### config.mk
export PLATFORM = sky130hd
export DESIGN_NAME = pipe_run_ctrl
export DESIGN_NICKNAME = d
export VERILOG_FILES = /design/src/rtl/pipe_run_ctrl.sv
export SDC_FILE = /design/constraint.sdc
export NUM_CORES = 1
export LEC_CHECK = 0
export CAP_MARGIN = 20
export CORE_ASPECT_RATIO = 1.2
export CORE_MARGIN = 2
export CORE_UTILIZATION = 51
export DETAILED_ROUTE_END_ITERATION = 12
export PLACE_DENSITY_LB_ADDON = 0.1
export SETUP_SLACK_MARGIN = 0.15
export SLEW_MARGIN = 40
export SYNTH_ARGS = -nofsm -noshare
export SYNTH_HDL_FRONTEND = slang
export SYNTH_SLANG_ARGS = --single-unit
### constraint.sdc
create_clock -name i_clk -period 6.9 [get_ports i_clk]
set_input_delay 2.07 -clock i_clk [delete_from_list [all_inputs] [get_ports i_clk]]
set_output_delay 2.07 -clock i_clk [all_outputs]
set_load 0.005 [all_outputs]
### src/rtl/pipe_run_ctrl.sv
// Run/step/drain controller for a 5-stage pipeline: turns debugger commands into
// pipeline-enable, program-reset and report pulses; every output is registered.
module pipe_run_ctrl #(
    parameter int CNT_W        = 32,
    parameter int DRAIN_CYCLES = 4
) (
    input  logic             i_clk,
    input  logic             i_rst,
    input  logic             i_cmd_valid,
    input  logic [1:0]       i_cmd,
    output logic             o_cmd_ready,
    input  logic             i_halt_seen,
    input  logic             i_load_busy,
    output logic             o_pipe_en,
    output logic             o_prog_reset,
    output logic             o_report_req,
    output logic             o_done,
    output logic [2:0]       o_state,
    output logic [CNT_W-1:0] o_cycle_count
);

    localparam int DW = (DRAIN_CYCLES < 1) ? 1 : $clog2(DRAIN_CYCLES + 1);
    localparam logic [DW-1:0] DRAIN_LOAD = DW'(DRAIN_CYCLES);

    localparam logic [1:0] CMD_PRST = 2'b00;
    localparam logic [1:0] CMD_RUN  = 2'b01;
    localparam logic [1:0] CMD_STEP = 2'b10;
    localparam logic [1:0] CMD_HALT = 2'b11;

    typedef enum logic [2:0] {
        S_IDLE   = 3'd0,
        S_RUN    = 3'd1,
        S_STEP   = 3'd2,
        S_DRAIN  = 3'd3,
        S_HALTED = 3'd4,
        S_DONE   = 3'd5,
        S_PRST   = 3'd6
    } state_t;

    state_t            state_q, state_d;
    logic [DW-1:0]     drain_q, drain_d;
    logic              pipe_en_q, pipe_en_d;
    logic              prog_reset_q, prog_reset_d;
    logic              report_q, report_d;
    logic              done_q, done_d;
    logic              ready_q, ready_d;
    logic [CNT_W-1:0]  cnt_q, cnt_d;

    logic cmd_acc;
    assign cmd_acc = i_cmd_valid & ready_q;

    always_ff @(posedge i_clk) begin
        if (i_rst) begin
            state_q      <= S_IDLE;
            drain_q      <= '0;
            pipe_en_q    <= 1'b0;
            prog_reset_q <= 1'b0;
            report_q     <= 1'b0;
            done_q       <= 1'b0;
            ready_q      <= 1'b0;
            cnt_q        <= '0;
        end else begin
            state_q      <= state_d;
            drain_q      <= drain_d;
            pipe_en_q    <= pipe_en_d;
            prog_reset_q <= prog_reset_d;
            report_q     <= report_d;
            done_q       <= done_d;
            ready_q      <= ready_d;
            cnt_q        <= cnt_d;
        end
    end

    always_comb begin
        state_d  = state_q;
        drain_d  = drain_q;
        report_d = 1'b0;
        done_d   = done_q;
        unique case (state_q)
            S_IDLE, S_HALTED: begin
                if (cmd_acc) begin
                    unique case (i_cmd)
                        CMD_PRST: state_d = S_PRST;
                        CMD_RUN:  state_d = S_RUN;
                        CMD_STEP: state_d = S_STEP;
                        default:  state_d = state_q;
                    endcase
                end
            end
            S_RUN: begin
                // Program reset beats a halt opcode, which beats a debugger HALT.
                if (cmd_acc && i_cmd == CMD_PRST) begin
                    state_d = S_PRST;
                end else if (pipe_en_q && i_halt_seen) begin
                    state_d = S_DRAIN;
                    drain_d = DRAIN_LOAD;
                end else if (cmd_acc && i_cmd == CMD_HALT) begin
                    state_d  = S_HALTED;
                    report_d = 1'b1;
                end
            end
            S_STEP: begin
                // pipe_en_q high marks the single step cycle just issued.
                if (pipe_en_q) begin
                    if (i_halt_seen) begin
                        state_d = S_DRAIN;
                        drain_d = DRAIN_LOAD;
                    end else begin
                        state_d  = S_HALTED;
                        report_d = 1'b1;
                    end
                end
            end
            S_DRAIN: begin
                if (drain_q <= DW'(1)) begin
                    state_d  = S_DONE;
                    drain_d  = '0;
                    done_d   = 1'b1;
                    report_d = 1'b1;
                end else begin
                    drain_d = drain_q - DW'(1);
                end
            end
            S_DONE: begin
                if (cmd_acc && i_cmd == CMD_PRST) begin
                    state_d = S_PRST;
                end
            end
            S_PRST: begin
                state_d = S_IDLE;
            end
            default: begin
                state_d = S_IDLE;
                drain_d = '0;
            end
        endcase
        if (state_d == S_PRST) begin
            done_d = 1'b0;
        end
    end

    always_comb begin
        pipe_en_d    = 1'b0;
        prog_reset_d = (state_d == S_PRST);
        ready_d      = 1'b0;
        unique case (state_d)
            S_RUN, S_STEP: pipe_en_d = ~i_load_busy;
            S_DRAIN:       pipe_en_d = (drain_d != '0);
            default:       pipe_en_d = 1'b0;
        endcase
        if (state_d == S_IDLE || state_d == S_RUN || state_d == S_HALTED || state_d == S_DONE) begin
            ready_d = ~i_load_busy;
        end
        if (state_d == S_PRST) begin
            cnt_d = '0;
        end else if (pipe_en_d && cnt_q != '1) begin
            cnt_d = cnt_q + CNT_W'(1);
        end else begin
            cnt_d = cnt_q;
        end
    end

    assign o_cmd_ready   = ready_q;
    assign o_pipe_en     = pipe_en_q;
    assign o_prog_reset  = prog_reset_q;
    assign o_report_req  = report_q;
    assign o_done        = done_q;
    assign o_state       = state_q;
    assign o_cycle_count = cnt_q;

endmodule

==> run_results.csv, run 1 <==
group,metric,value,unit
critical_path,cp_top_family,"simple AND/OR/NAND/NOR gates",
clock_tree,cts.sink_count,43,
synthesis,ys_seq_area_share,35.7,%
grt,grt_first_pass_wirelength,9410,um
critical_path,arrival,4.78,ns
final_layout,stdcell_count,385,
synthesis,synth_edf_count,0,
clock_tree,htree_num_levels,2,
flow_run,drv_cap,0,
synthesis,syn-mean-instance-area,8.15,um^2
pwr,p_leak,0.863,nW
detailed_routing,drt_wl_total,5700,um
clock_tree,cts_tree,"done",
detailed_routing,drc_errors,0,
final_layout,layout_commonest_cell,"clkdlybuf4s50_1",
detailed_routing,vias,2348,
synthesis,synth_area,2410,um^2
detailed_routing,dr.pass1.iters,4,
synthesis,yosysWarnings,0,
sta,tns,0,ns
critical_path,worstSetupPathType,"primary input to flop",
grt,overflow,0,
die,rows,27,
final_layout,area_delta_synth_final,20.1,%
grt,grt_usage,22.4,%
synthesis,synth_ff_type,"dfxtp_1",
critical_path,cp-start-kind,"primary input",
outcome,outcome,"complete, no violations",
clock_tree,numCtsBuffers,5,
synthesis,syn-num-nets,305,
clock_tree,post_cts_resized,0,
die,start_util,52.9,%
grt,antenna_found_initial,0,
sta,fmax,219,MHz
critical_path,cpMaxStageDelayCell,"or4_1",
die,die_height,79.4,um
sta,setup_viol,0,
sta,setup_slack,2.34,ns
final_layout,design_area,2900,um^2
die,io_pins,47,
clock_tree,clock_latency,0.29,ns
detailed_routing,drt-vias-per-instance,6.10,
critical_path,critPathBufInv,1,
pwr,ir_drop,0.102,mV
sta,relSlewSlack,52.9,%
clock_tree,clk_pin_slew_worst_paths,0.08,ns
detailed_routing,wire_per_inst,14.8,um
sta,post-route-min-period,4.56,ns
critical_path,max_stage_delay,0.64,ns
placement,gp_congestion,0.824,
placement,dp.cells,379,
synthesis,ys_async_sr_fraction,0,%
critical_path,crit_required,7.12,ns
clock_tree,post-cts-setup-buffer-count,0,
final_layout,drive_gt1_share,4.59,%
placement,dp_hpwl,3890,um
die,die_area,5300,um^2
synthesis,netlist_instances,296,
grt,grt_pass1_vias,2067,
placement,pre_cts_slack,2.06,ns
detailed_routing,drt.antenna.violating_nets,0,
sta,worstMarginPinSlew,0.705,ns
critical_path,crit_chain,"clkdlybuf4s50_1 > a21o_2 > o21ai_0 > a2bb2oi_1 > and2_1 > nand4_1 > or4_1 > a21oi_1",
die,fp.dieW,66.8,um
sta,finalHoldViolations,0,
die,coreArea,4560,um^2
final_layout,nNetsFinal,337,
clock_tree,cts_root_buf,"clkbuf_8",
sta,fin_crit_sh,66.1,%
placement,io_buffers,46,
sta,grt_setup_unrepaired,"false",
synthesis,ys_types,47,
sta,fin_skew,0.00549,ns
clock_tree,cts.path.max_buffers,2,
pwr,pwr_density_cell,150,nW/um^2
critical_path,cp_max_fo,16,
final_layout,final_cell_mix,"clkdlybuf4s50_1 (46), dfxtp_1 (43), nand2_1 (28), a21oi_1 (28), or4_1 (23)",
clock_tree,ctsHoldBuffers,0,
sta,drv_slew,0,
worst_hold_path,worstHoldPathType,"flop to flop",
detailed_routing,drt_iter0_markers,209,
final_layout,antenna_cells,0,
grt,grt_max_degree,58,
synthesis,synth-seq-cells,43,
critical_path,endpoint_kind,"flop",
placement,dpl_cell_area,2830,um^2
report_power, final:
group	internal [W]	switching [W]
sequential	0.000250	0.00000319
combinational	0.0000129	0.0000202
clock	0.0000676	0.0000814
total	0.000330	0.000105
final cells by class:
type / instances / area [um^2]
fillers: 424 / 1660
repair buffers: 46 / 460
multi-input cells: 224 / 1400
well taps: 58 / 72.6
clock buffers: 6 / 72.6
flip-flops and latches: 43 / 861
inverters: 8 / 30.0
worst reg2reg max path: stages, from the launching register on:
cell       delay (ns)
dfxtp_1          0.55
nor2_1           0.10
a22o_1           0.23
a2bb2oi_1        0.20
and2_1           0.30
nand4_1          0.50
or4_1            0.64
a21oi_1          0.14
worst paths after layout:
path	slack, ns	depth (start not counted)	start	endpoint
worst min register to register	0.49	2	o_done	o_done
worst min-delay path	0.49	2	o_done	o_done
worst max-delay path	2.34	8	i_cmd[0]	o_cycle_count[25]
worst max register to register	4.17	7	o_state[0]	o_cycle_count[25]
logic make-up (layout without fill, tap and decap cells):
logic type,count (synthesis),after routing,share of synthesized area (%)
AO/OA/AOI/OAI,70,70,19.4
adder cells (fa/ha/maj),3,3,1.50
buffers and inverters,29,60,6.22
flip-flops,43,43,35.7
multiplexers,9,9,3.73
AND/OR/NAND/NOR,142,142,33.5
per-stage QoR:
| step | util, % | power [W] | hold WS [ns] |
|---|---|---|---|
| 2_1_floorplan | - | 0.000283 | 0.461 |
| 3_3_place_gp | 62.0 | 0.000291 | 0.482 |
| 3_5_place_dp | 62.0 | 0.000292 | 0.465 |
| 4_1_cts | 63.6 | 0.000438 | 0.500 |
| 5_1_grt | 63.6 | 0.000453 | 0.516 |
| 6_report | 63.6 | 0.000435 | 0.488 |
registers in the layout, summed over array words and instances, names as in the netlist:
signal         count
o_cycle_count     32
drain_q            3
o_state            3
o_cmd_ready        1
o_done             1
o_pipe_en          1
o_prog_reset       1
o_report_req       1
layer usage:
metal  wire, um  global-route usage, %
met2       2880                   38.9
met4         51                   5.92
met5          0                      0
met1       2530                   28.0
met3        241                   4.11
cell usage after synthesis (4+ instances only):
library cell  count  area [um^2]
or3_1            10         62.6
nand3_1          13         65.1
and3_1            5         31.3
clkbuf_1         12         45.0
and2_1            5         31.3
dfxtp_1          43          861
nor3b_1           4         30.0
or4_1            23          173
mux2i_1           9         90.1
nor2_1           16         60.1
o21ai_0           4         20.0
inv_1             8         30.0
o31ai_1          22          165
nor3_1           11         55.1
nand2_1          28          105
buf_6             5         56.3
a21oi_1          28          140
nand4_1          11         68.8
Note: power is estimated with default switching activity, not from simulation.
==> inputs of run 2 (changes only) <==
clock period = 4.59 ns   (was 6.9 ns; I/O delays follow)
==> run_results.csv, run 2 (synthesis results as in run 1) <==
group,metric,value,unit
detailed_routing,drt_wl_total,5820,um
clock_tree,ctsHoldBuffers,0,
critical_path,startpoint,"i_cmd[0]",
outcome,outcome,"complete, no violations",
final_layout,layout_commonest_cell,"clkdlybuf4s50_1",
sta,setup_viol,0,
placement,pre_cts_slack,0.449,ns
clock_tree,htree_num_levels,2,
grt,overflow,0,
critical_path,arrival,4.07,ns
die,rows,27,
critical_path,endpoint_kind,"flop",
clock_tree,cts.sink_count,43,
detailed_routing,drt-vias-per-instance,6.22,
clock_tree,cts.path.max_buffers,2,
sta,fmax,261,MHz
grt,antenna_found_initial,0,
final_layout,multiInputGateArea,1400,um^2
clock_tree,clock_latency,0.30,ns
grt,grt_max_degree,58,
die,io_pins,47,
die,coreArea,4560,um^2
placement,dp.cells,380,
placement,io_buffers,46,
final_layout,final_cell_mix,"clkdlybuf4s50_1 (46), dfxtp_1 (43), nand2_1 (28), a21oi_1 (28), or4_1 (23)",
sta,relSlewSlack,52.8,%
critical_path,crit_required,4.82,ns
detailed_routing,wire_per_inst,15.0,um
worst_hold_path,worstHoldPathType,"flop to flop",
die,die_height,79.4,um
detailed_routing,drt.antenna.violating_nets,0,
critical_path,cp-start-kind,"primary input",
placement,dp_hpwl,4000,um
die,start_util,52.9,%
grt,grt_first_pass_wirelength,9560,um
sta,tns,0,ns
final_layout,fillers,407,
grt,grt_pass1_vias,2083,
final_layout,antenna_cells,0,
final_layout,final-seq-area,861,um^2
pwr,ir_drop,0.147,mV
flow_run,drv_cap,0,
final_layout,nNetsFinal,338,
sta,worstMarginPinSlew,0.707,ns
sta,setup_slack,0.753,ns
final_layout,stdcell_count,388,
critical_path,worstSetupPathType,"primary input to flop",
clock_tree,numCtsBuffers,5,
clock_tree,clk_pin_slew_worst_paths,0.08,ns
grt,grt_usage,22.7,%
pwr,p_leak,0.897,nW
worst_hold_path,min_from,"o_cycle_count[21]",
sta,fin_skew,0.0103,ns
clock_tree,cts_root_buf,"clkbuf_8",
final_layout,largest_reg_flops,32,
sta,finalHoldViolations,0,
die,fp.dieW,66.8,um
placement,gp_congestion,0.808,
die,die_area,5300,um^2
sta,fin_crit_sh,83.6,%
clock_tree,post-cts-setup-buffer-count,0,
detailed_routing,dr.pass1.iters,4,
sta,drv_slew,0,
detailed_routing,vias,2413,
detailed_routing,drc_errors,0,
clock_tree,post_cts_resized,0,
sta,post-route-min-period,3.84,ns
critical_path,cp_max_fo,16,
pwr,power,0.000781,W
clock_tree,cts_tree,"done",
final_layout,area_delta_synth_final,22.9,%
final_layout,drive_gt1_share,5.45,%
pwr,pwr_density_cell,263,nW/um^2
detailed_routing,drt_iter0_markers,172,
critical_path,worstReg2RegStart,"o_state[0]",
sta,grt_setup_unrepaired,"false",
-- run 2: changes by cell type in the layout (fill, tap and decap cells not counted) --
cell       change
buf_4          +1
bufinv_16      +2
-- run 2: area by class of cell --
class / count / area share, %
sequential: 43 / 29.0
clock inverter: 2 / 2.02
tap: 58 / 2.45
timing repair buffer: 47 / 15.8
multi-input combinational: 224 / 47.3
clock buffer: 6 / 2.45
inverter: 8 / 1.01
-- run 2: path summary, 6_finish.rpt --
check                           end  slack (ns)  cells past startpoint
setup / recovery  o_cycle_count[25]        0.75                      8
hold / removal    o_cycle_count[21]        0.50                      2
setup reg to reg  o_cycle_count[25]        1.85                      7
hold reg to reg   o_cycle_count[21]        0.50                      2
-- run 2: worst max-delay path, stage by stage --
cell and delay [ns]:
clkdlybuf4s50_1 0.51, a21o_2 0.25, o21ai_0 0.15, a2bb2oi_1 0.20, and2_1 0.29, nand4_1 0.48
or4_1 0.65, a21oi_1 0.15
-- run 2: power by group --
group	internal (W)	leakage [nW]	switching [W]	total [W]
sequential	0.000375	0.347	0.00000498	0.000380
combinational	0.0000195	0.485	0.0000306	0.0000501
clock	0.000218	0.0654	0.000133	0.000351
-- run 2: stage by stage --
stage               area (um^2)  util, %  hold WS [ns]
floorplan                  2410        -         0.461
global placement           2830     62.1         0.480
detailed placement         2830     62.1         0.473
CTS                        2970     65.0         0.503
global route               2970     65.0         0.519
finish                     2970     65.0         0.499
-- run 2: per-layer routing --
metal	GRT usage, %	wire [um]	vias up
met5	0	0	-
met3	4.39	233	10
met2	38.8	2920	57
met1	27.8	2550	1145
li1	-	-	1201
met4	8.37	106	0
==> inputs of run 3 (changes only) <==
CORE_UTILIZATION = 47   (was 51)
clock period = 3.3 ns   (was 4.59 ns; I/O delays follow)
==> run_results.csv, run 3 (synthesis results as in run 1) <==
group,metric,value,unit
clock_tree,cts_tree,"done",
grt,grt_usage,22.7,%
clock_tree,htree_num_levels,2,
pwr,internal-power,0.000763,W
sta,fin_skew,0.00734,ns
sta,fmax,347,MHz
detailed_routing,drt_iter0_markers,219,
critical_path,worst-r2r-cell-count,7,
detailed_routing,drc_errors,0,
worst_hold_path,hold_depth,2,
critical_path,reg2reg_to,"o_cycle_count[4]",
die,rows,28,
critical_path,regToRegSetupSlack,0.69,ns
critical_path,crit_chain,"dlymetal6s2s_1 > and4b_1 > o31ai_4 > o221a_2 > and2_1 > a31o_4 > or4_1 > a21oi_1",
sta,finalHoldViolations,0,
detailed_routing,m1WireLength,2980,um
critical_path,cp-start-kind,"primary input",
worst_hold_path,min_to,"o_cycle_count[21]",
final_layout,antenna_cells,0,
final_layout,nNetsFinal,371,
detailed_routing,top_layer,"met4",
final_layout,final_cell_mix,"dfxtp_1 (43), clkdlybuf4s50_1 (42), buf_4 (29)",
final_layout,layout_commonest_cell,"dfxtp_1",
pwr,ir_drop,0.208,mV
pwr,p_switching,0.000242,W
sta,drv_slew,0,
critical_path,startpoint,"i_halt_seen",
placement,dp_hpwl,4250,um
detailed_routing,vias,2573,
sta,tns,0,ns
sta,grt_setup_unrepaired,"false",
die,die_area,5730,um^2
clock_tree,cts.sink_count,43,
final_layout,stdcell_count,423,
sta,worstMarginPinSlew,0.528,ns
die,start_util,48.9,%
worst_hold_path,worstHoldPathType,"flop to flop",
pwr,sw_frac_of_total,24.1,%
sta,relSlewSlack,64.8,%
detailed_routing,met2_length,3480,um
sta,setup_viol,0,
grt,grt_max_degree,26,
critical_path,endpoint_kind,"flop",
critical_path,critPathBufInv,1,
final_layout,drive_gt1_share,15.7,%
final_layout,final_util,66.0,%
clock_tree,cts_root_buf,"clkbuf_8",
pwr,p_leak,1.07,nW
outcome,outcome,"complete, no violations",
clock_tree,numCtsBuffers,5,
placement,gp_congestion,0.838,
detailed_routing,drt.antenna.violating_nets,0,
clock_tree,clk_pin_slew_worst_paths,0.08,ns
detailed_routing,drt_wl_total,6770,um
detailed_routing,drt-vias-per-instance,6.08,
die,io_pins,47,
grt,grt_pass1_vias,2273,
critical_path,max_stage_delay,0.50,ns
critical_path,arrival,3.10,ns
critical_path,path_depth,8,
worst_hold_path,min_from,"o_cycle_count[21]",
placement,dp.cells,410,
critical_path,cp_max_fo,6,
clock_tree,cts.path.max_buffers,2,
critical_path,worstReg2RegStart,"o_state[0]",
critical_path,cpMaxStageDelayCell,"or4_1",
flow_run,drv_cap,0,
detailed_routing,wire_per_inst,16.0,um
detailed_routing,wl_met3,236,um
pwr,pwr_density_cell,308,nW/um^2
die,die_height,82.5,um
grt,overflow,0,
die,fp.dieW,69.4,um
critical_path,cp_top_family,"simple AND/OR/NAND/NOR gates",
placement,io_buffers,46,
sta,fin_crit_sh,87.3,%
final_layout,area_delta_synth_final,35.1,%
grt,antenna_found_initial,0,
grt,grt_first_pass_wirelength,10500,um
detailed_routing,dr.pass1.iters,4,
final_layout,largest_reg_flops,32,
pwr,clkPwrFrac,36.9,%
critical_path,crit_required,3.52,ns
pwr,p_seq_share,52.6,%
sta,post-route-min-period,2.88,ns
clock_tree,clock_latency,0.30,ns
pwr,comb_power_share,10.4,%
die,coreArea,4940,um^2
clock_tree,post-cts-setup-buffer-count,0,
critical_path,worstSetupPathType,"primary input to flop",
[run 3: cell types whose count changed in the layout (fill, tap and decap cells not counted), moves of 2 or more]
cell             previous run  this run
buf_4                       1        29
a31o_4                      1         5
clkbuf_8                    5         7
bufinv_16                   2         0
dlymetal6s2s_1              0         4
clkdlybuf4s50_1            46        42
[run 3: power by group through the flow]
stage               Sequential [W]  Combinational (W)  Clock [W]
global route              0.000530           0.000113   0.000399
detailed placement        0.000541          0.0000904          0
CTS                       0.000529          0.0000970   0.000379
global placement          0.000541          0.0000889          0
floorplan                 0.000538          0.0000534          0
finish                    0.000529           0.000105   0.000371
[run 3: how the worst max path moves through the flow]
stage | endpoint | slack [ns]
after floorplan | o_cycle_count[10] | 0.47
after global placement | o_cycle_count[21] | -0.21
after detailed placement | o_cycle_count[4] | -0.22
after CTS | o_cycle_count[4] | 0.15
after global routing | o_cycle_count[6] | 0.34
final | o_cycle_count[4] | 0.42
[run 3: routing by layer]
metal / track usage, % / up-vias
met2: 40.3 / 62
met1: 27.0 / 1231
met4: 9.41 / 0
li1: - / 1274
met3: 4.73 / 6
met5: 0 / -
[run 3: per-stage QoR]
step                area [um^2]  setup WS (ns)  hold slack, ns  power (W)
CTS                        3190          0.146           0.503    0.00101
floorplan                  2410          0.470           0.461   0.000591
global route               3260          0.343           0.520    0.00104
finish                     3260          0.419           0.501    0.00100
global placement           3050         -0.206           0.461   0.000630
detailed placement         3050         -0.220           0.485   0.000631
[run 3: worst min-delay path: cells and delay by family (launching register included)]
| kind | cells | cell delay, ns |
|---|---|---|
| compound gates | 2 | 0.13 |
| flops | 1 | 0.33 |
[run 3: layout make-up]
type	instances	area, um^2
multi-input cells	229	1510
clock buffers	8	100
inverters	8	30.0
well taps	60	75.1
flip-flops and latches	43	861
repair buffers	75	688
fillers	436	1680
[run 3: timing repair]
item | CTS | global route
hold buffers | 0 | 0
setup endpoints to repair | 25 | 32
resized for setup | 3 | 12
cloned | 2 | 3
pin swaps | 0 | 4
